==> src/rtl/i2c_config_sequencer.sv <==
// i2c_config_sequencer
//   Programs up to NUM_DEVICES I2C chips in ascending index order through one
//   shared i2c_handler. After reset it runs an automatic pass over every device
//   when AUTO_INIT is set. A later pass can be requested over any subset of
//   devices through dev_mask. A NACK is retried MAX_RETRIES times, with a
//   RETRY_GAP back-off before each retry. Devices that still fail are reported
//   in fail_mask.
//
// Ports
//   clk, reset       : clock; synchronous active-high reset
//   start, dev_mask  : request a pass over dev_mask (accepted only when idle)
//   busy             : sequencer or handler active
//   done, error      : pass finished (level); error = any device failed
//   fail_mask        : per-device failure report of the last pass
//   dev_sel          : device currently addressed (external LUT mux select)
//   i2c_address      : slave address of dev_sel
//   i2c_stop_index   : LUT stop index of dev_sel
//   h_start          : one-cycle start pulse to the handler
//   h_busy, h_nack   : handler status

module i2c_config_sequencer #(
  parameter int unsigned                    CLK_FREQ    = 50000000,
  parameter int unsigned                    I2C_FREQ    = 100000,
  parameter int unsigned                    NUM_DEVICES = 2,
  parameter logic [7*NUM_DEVICES-1:0]       DEV_ADDRS   = {7'h5A, 7'h74},
  parameter logic [10*NUM_DEVICES-1:0]      DEV_STOP    = {10'd105, 10'd2},
  parameter int unsigned                    MAX_RETRIES = 3,
  parameter int unsigned                    RETRY_GAP   = 1000,
  parameter int unsigned                    AUTO_INIT   = 1,
  localparam int unsigned                   SEL_W       = (NUM_DEVICES > 1) ? $clog2(NUM_DEVICES) : 1
) (
  input  logic                   clk,
  input  logic                   reset,
  input  logic                   start,
  input  logic [NUM_DEVICES-1:0] dev_mask,
  output logic                   busy,
  output logic                   done,
  output logic                   error,
  output logic [NUM_DEVICES-1:0] fail_mask,
  output logic [SEL_W-1:0]       dev_sel,
  output logic [6:0]             i2c_address,
  output logic [9:0]             i2c_stop_index,
  output logic                   h_start,
  input  logic                   h_busy,
  input  logic                   h_nack
);

  localparam int unsigned GAP_W = $clog2(RETRY_GAP + 1);

  if (NUM_DEVICES < 1 || NUM_DEVICES > 8 || MAX_RETRIES > 15 || RETRY_GAP < 1 ||
      I2C_FREQ == 0 || CLK_FREQ < 4 * I2C_FREQ) begin : g_param_check
    $error("i2c_config_sequencer: parameter out of range");
  end

  typedef enum logic [2:0] {
    ST_IDLE,
    ST_SCAN,
    ST_LAUNCH,
    ST_WAIT,
    ST_RUN,
    ST_BACKOFF
  } state_t;

  state_t                 state_q, state_d;
  logic [NUM_DEVICES-1:0] pending_q, pending_d;
  logic [3:0]             retry_cnt_q, retry_cnt_d;
  logic [GAP_W-1:0]       gap_cnt_q, gap_cnt_d;
  logic                   busy_int_q, busy_int_d;
  logic                   done_q, done_d;
  logic [NUM_DEVICES-1:0] fail_mask_q, fail_mask_d;
  logic [SEL_W-1:0]       dev_sel_q, dev_sel_d;
  logic                   h_start_q, h_start_d;
  logic [SEL_W-1:0]       first_sel;

  // Lowest set bit of pending: scan downwards so the lowest index wins.
  always_comb begin
    first_sel = '0;
    for (int unsigned k = NUM_DEVICES; k > 0; k--) begin
      if (pending_q[k-1]) first_sel = SEL_W'(k - 1);
    end
  end

  always_comb begin
    state_d     = state_q;
    pending_d   = pending_q;
    retry_cnt_d = retry_cnt_q;
    gap_cnt_d   = gap_cnt_q;
    busy_int_d  = busy_int_q;
    done_d      = done_q;
    fail_mask_d = fail_mask_q;
    dev_sel_d   = dev_sel_q;
    h_start_d   = 1'b0;
    unique case (state_q)
      ST_IDLE: begin
        if (pending_q != '0 && !h_busy) begin
          busy_int_d = 1'b1;
          state_d    = ST_SCAN;
        end else if (start) begin
          pending_d   = dev_mask;
          fail_mask_d = '0;
          done_d      = 1'b0;
          busy_int_d  = 1'b1;
          state_d     = ST_SCAN;
        end else begin
          // An auto-init pass still waiting for the handler counts as busy.
          busy_int_d = (pending_q != '0);
        end
      end
      ST_SCAN: begin
        if (pending_q == '0) begin
          done_d     = 1'b1;
          busy_int_d = 1'b0;
          state_d    = ST_IDLE;
        end else begin
          dev_sel_d   = first_sel;
          retry_cnt_d = '0;
          state_d     = ST_LAUNCH;
        end
      end
      ST_LAUNCH: begin
        h_start_d = 1'b1;
        state_d   = ST_WAIT;
      end
      ST_WAIT: state_d = ST_RUN;
      ST_RUN: begin
        if (!h_busy) begin
          if (!h_nack) begin
            pending_d[dev_sel_q] = 1'b0;
            state_d              = ST_SCAN;
          end else if (retry_cnt_q < 4'(MAX_RETRIES)) begin
            retry_cnt_d = retry_cnt_q + 4'd1;
            // Counting RETRY_GAP down to zero inclusive makes the retry pulse
            // land RETRY_GAP+3 cycles after h_busy falls.
            gap_cnt_d   = GAP_W'(RETRY_GAP);
            state_d     = ST_BACKOFF;
          end else begin
            fail_mask_d[dev_sel_q] = 1'b1;
            pending_d[dev_sel_q]   = 1'b0;
            state_d                = ST_SCAN;
          end
        end
      end
      ST_BACKOFF: begin
        if (gap_cnt_q == '0) state_d = ST_LAUNCH;
        else gap_cnt_d = gap_cnt_q - GAP_W'(1);
      end
      default: state_d = ST_IDLE;
    endcase
  end

  always_ff @(posedge clk) begin
    if (reset) begin
      state_q     <= ST_IDLE;
      pending_q   <= (AUTO_INIT != 0) ? '1 : '0;
      retry_cnt_q <= '0;
      gap_cnt_q   <= '0;
      busy_int_q  <= 1'b1;
      done_q      <= 1'b0;
      fail_mask_q <= '0;
      dev_sel_q   <= '0;
      h_start_q   <= 1'b0;
    end else begin
      state_q     <= state_d;
      pending_q   <= pending_d;
      retry_cnt_q <= retry_cnt_d;
      gap_cnt_q   <= gap_cnt_d;
      busy_int_q  <= busy_int_d;
      done_q      <= done_d;
      fail_mask_q <= fail_mask_d;
      dev_sel_q   <= dev_sel_d;
      h_start_q   <= h_start_d;
    end
  end

  assign busy           = busy_int_q | h_busy;
  assign done           = done_q;
  assign error          = |fail_mask_q;
  assign fail_mask      = fail_mask_q;
  assign dev_sel        = dev_sel_q;
  assign h_start        = h_start_q;
  assign i2c_address    = DEV_ADDRS[dev_sel_q*7 +: 7];
  assign i2c_stop_index = DEV_STOP[dev_sel_q*10 +: 10];

endmodule
==> config.mk <==
export PLATFORM = sky130hd
export DESIGN_NAME = i2c_config_sequencer
export DESIGN_NICKNAME = d
export VERILOG_FILES = /design/src/rtl/i2c_config_sequencer.sv
export SDC_FILE = /design/constraint.sdc
export NUM_CORES = 1
export LEC_CHECK = 0
export ABC_CLOCK_PERIOD_IN_PS = 2450
export BUFFER_PORTS_ARGS = -buffer_cell sky130_fd_sc_hd__buf_2
export CELL_PAD_IN_SITES_DETAIL_PLACEMENT = 0
export CELL_PAD_IN_SITES_GLOBAL_PLACEMENT = 1
export CORE_ASPECT_RATIO = 0.6
export CORE_MARGIN = 1
export CORE_UTILIZATION = 30
export DETAILED_ROUTE_END_ITERATION = 7
export GPL_TIMING_DRIVEN = 0
export PLACE_DENSITY_LB_ADDON = 0.1
export SLEW_MARGIN = 20
export SYNTH_ARGS = -nofsm -noshare
export SYNTH_HDL_FRONTEND = slang
export SYNTH_SLANG_ARGS = --single-unit
==> constraint.sdc <==
create_clock -name clk -period 2.45 [get_ports clk]
set_input_delay 0.3675 -clock clk [delete_from_list [all_inputs] [get_ports clk]]
set_output_delay 0.3675 -clock clk [all_outputs]
set_load 0.02 [all_outputs]
==> flow_summary_export.csv <==
group,metric,value,unit
power_and_ir_drop,p_per_area,572,nW/um^2
power_and_ir_drop,power.leakage,0.000725,uW
job,max_cap_violations,0,
route,final_antenna_net_count,0,
final_layout,instances_no_fill,272,
sta,relSlewSlack,61.9,%
grt,grt.total_usage,16.6,%
final_layout,postLayoutCoreUtil,37.6,%
min_path,hold_path.class,"in2reg",
cts,clock_path_buffers,2,
cts,ctsResizeCount,0,
floorplanning,ios,31,
synth,yosys.area_share.simple,24.9,%
grt,grt_antenna_before_repair,0,
grt,grt_pass1_vias,1292,
cts,cts_root_buf,"clkbuf_8",
route,avgViaCountPerCell,5.25,
sta,fin_tns_setup,0,ps
grt,grt_first_pass_wirelength,6620,um
floorplanning,initial_core_util,32.0,%
synth,synth_area_per_cell,8.43,sq um
sta,fmax,439,MHz
route,drc_errors,0,
sta,finalSetupViolations,0,
floorplanning,rows,19,
placement,gp_congestion,0.775,
synth,synth_cell_type_count,57,
power_and_ir_drop,power.total,1010,uW
grt,grt_max_degree,14,
cts,postCtsSetupBuffers,0,
placement,dp_hpwl,3110,um
cts,cts-htree-levels,1,
route,dr.pass1.iters,4,
sta,final_max_slew_viol_count,0,
critical_path,cp.arrival,2460,ps
synth,netlist_area,1500,sq um
synth,syn_inst,178,
route,drt_iter0_markers,80,
critical_path,required,2630,ps
outcome,status,"finished clean",
final_layout,final_cell_mix,"dfxtp_1, buf_2, buf_4, nor2_1, inv_1",
synth,synth_top_family_by_area,"compound AO/OA/AOI/OAI gates",
cts,numCtsBuffers,3,
synth,synthArstFlopShare,0,%
final_layout,n_antenna_cell,0,
synth,ys_seq_area_share,33.4,%
placement,dp_cells,268,
floorplanning,fp.dieW,93.3,um
sta,finClkSkew,6.38,ps
floorplanning,core_region_area,4680,sq um
cts,clock_latency,270,ps
synth,synthAdderAreaFrac,1.67,%
synth,synth_edf_count,0,
power_and_ir_drop,ir_drop,213,uV
final_layout,drive_above_1_share,23.0,%
sta,period_needed,2280,ps
sta,finalCritPeriodShare,93.1,%
synth,synthFlopType,"dfxtp_1",
cts,cts_tree,"yes",
route,dr_total_vias,1427,
synth,synth_compound_area_share,24.9,%
critical_path,worstPathMaxFanout,7,
grt,grt.overflow.total,0,
final_layout,nNetsFinal,219,
cts,hold_buffers,0,
floorplanning,die_area,5300,sq um
sta,setup_slack,170,ps
critical_path,cp-start-kind,"flop",
route,wl,4110,um
sta,rsz0062_at_grt,"false",
route,avgRoutedWirePerCell,15.1,um
sta,hold_violations,0,
placement,pre_cts_ws,180,ps
placement,portBuffers,21,
critical_path,crit_type,"reg2reg",
sta,tightest_slew,571,ps
floorplanning,die_h,56.8,um
synth,ys_ff_latch,25,
final_layout,final_common_cell,"dfxtp_1",
critical_path,end_kind,"flop",
final_layout,synthToLayoutAreaGrowth,17.3,%
synth,ys_warn_count,0,
cts,cts.clk_slew.worst_paths,90,ps
synth,synth_xor_area_share,0,%
synth,yosys-mux-area-fraction,2.09,%
cts,numClockSinks,25,
Yosys cell counts, drive strengths merged, types with 3 or more instances:
cell / instances / area [sq um]
a21oi: 5 / 25.0
a311oi: 3 / 26.3
a31oi: 4 / 25.0
a41oi: 3 / 26.3
buf: 18 / 129
clkbuf: 6 / 22.5
dfxtp: 25 / 500
inv: 10 / 37.5
nand2: 6 / 22.5
nand3: 3 / 15.0
nor2: 14 / 52.6
nor2b: 3 / 18.8
nor3: 9 / 45.0
nor3b: 3 / 22.5
o21ai: 7 / 35.0
or2: 3 / 18.8
or3: 4 / 25.0
or4b: 3 / 33.8
where the power goes:
group | leakage, uW | switching (uW) | internal [uW] | total (uW)
combinational | 0.000500 | 180 | 122 | 301
sequential | 0.000203 | 28.2 | 427 | 455
clock | 0.0000228 | 135 | 117 | 252
total | 0.000725 | 343 | 665 | 1010
flip-flops by register name, indices dropped and copies added, names as in the netlist:
name,count
h_start,1
fail_mask,2
busy_int_q,1
retry_cnt_q,4
gap_cnt_q,10
done,1
dev_sel,1
state_q,3
pending_q,2
stage by stage:
stage / hold slack (ps) / instance area [sq um]
floorplan: 465 / 1520
global placement: 473 / 1710
detailed placement: 479 / 1710
CTS: 358 / 1750
global route: 357 / 1760
finish: 361 / 1760
kinds of logic (layout without fill, tap and decap cells):
family | count (synthesis) | count (layout)
DFF | 25 | 25
AOI/OAI and AO/OA | 49 | 49
adders and majority gates | 2 | 2
and+or+nand+nor | 63 | 63
buffers and inverters | 34 | 59
muxes | 3 | 3
other | 2 | 8
worst max-delay path, stage by stage (launching register included):
cell	delay [ps]
dfxtp_1	350
inv_1	70
ha_1	180
or4b_1	430
buf_2	190
or4b_4	530
and3_4	200
o221a_1	230
worst paths after layout:
| check | from | to | slack [ps] | cells after the start |
|---|---|---|---|---|
| worst min register to register | done | done | 500 | 2 |
| worst min-delay path | dev_mask[1] | pending_q[1] | 360 | 3 |
| worst max-delay path | gap_cnt_q[0] | gap_cnt_q[7] | 170 | 7 |
| worst max register to register | gap_cnt_q[0] | gap_cnt_q[7] | 170 | 7 |
per-layer routing:
metal,up-vias,part of all wire (%),global-route usage [%]
li1,705,-,-
met1,685,56,26.1
met2,32,37,22.2
met3,5,5.2,3.66
met4,0,1.0,3.96
met5,-,0,0
final cells by class:
cell class	count	area, sq um
plain buffers	24	151
clock buffers	4	45.0
fillers	500	2920
inverters	10	37.5
multi-input cells	125	842
flip-flops and latches	25	500
well taps	63	78.8
repair buffers	21	105
Power figures use the tool's default switching activity.
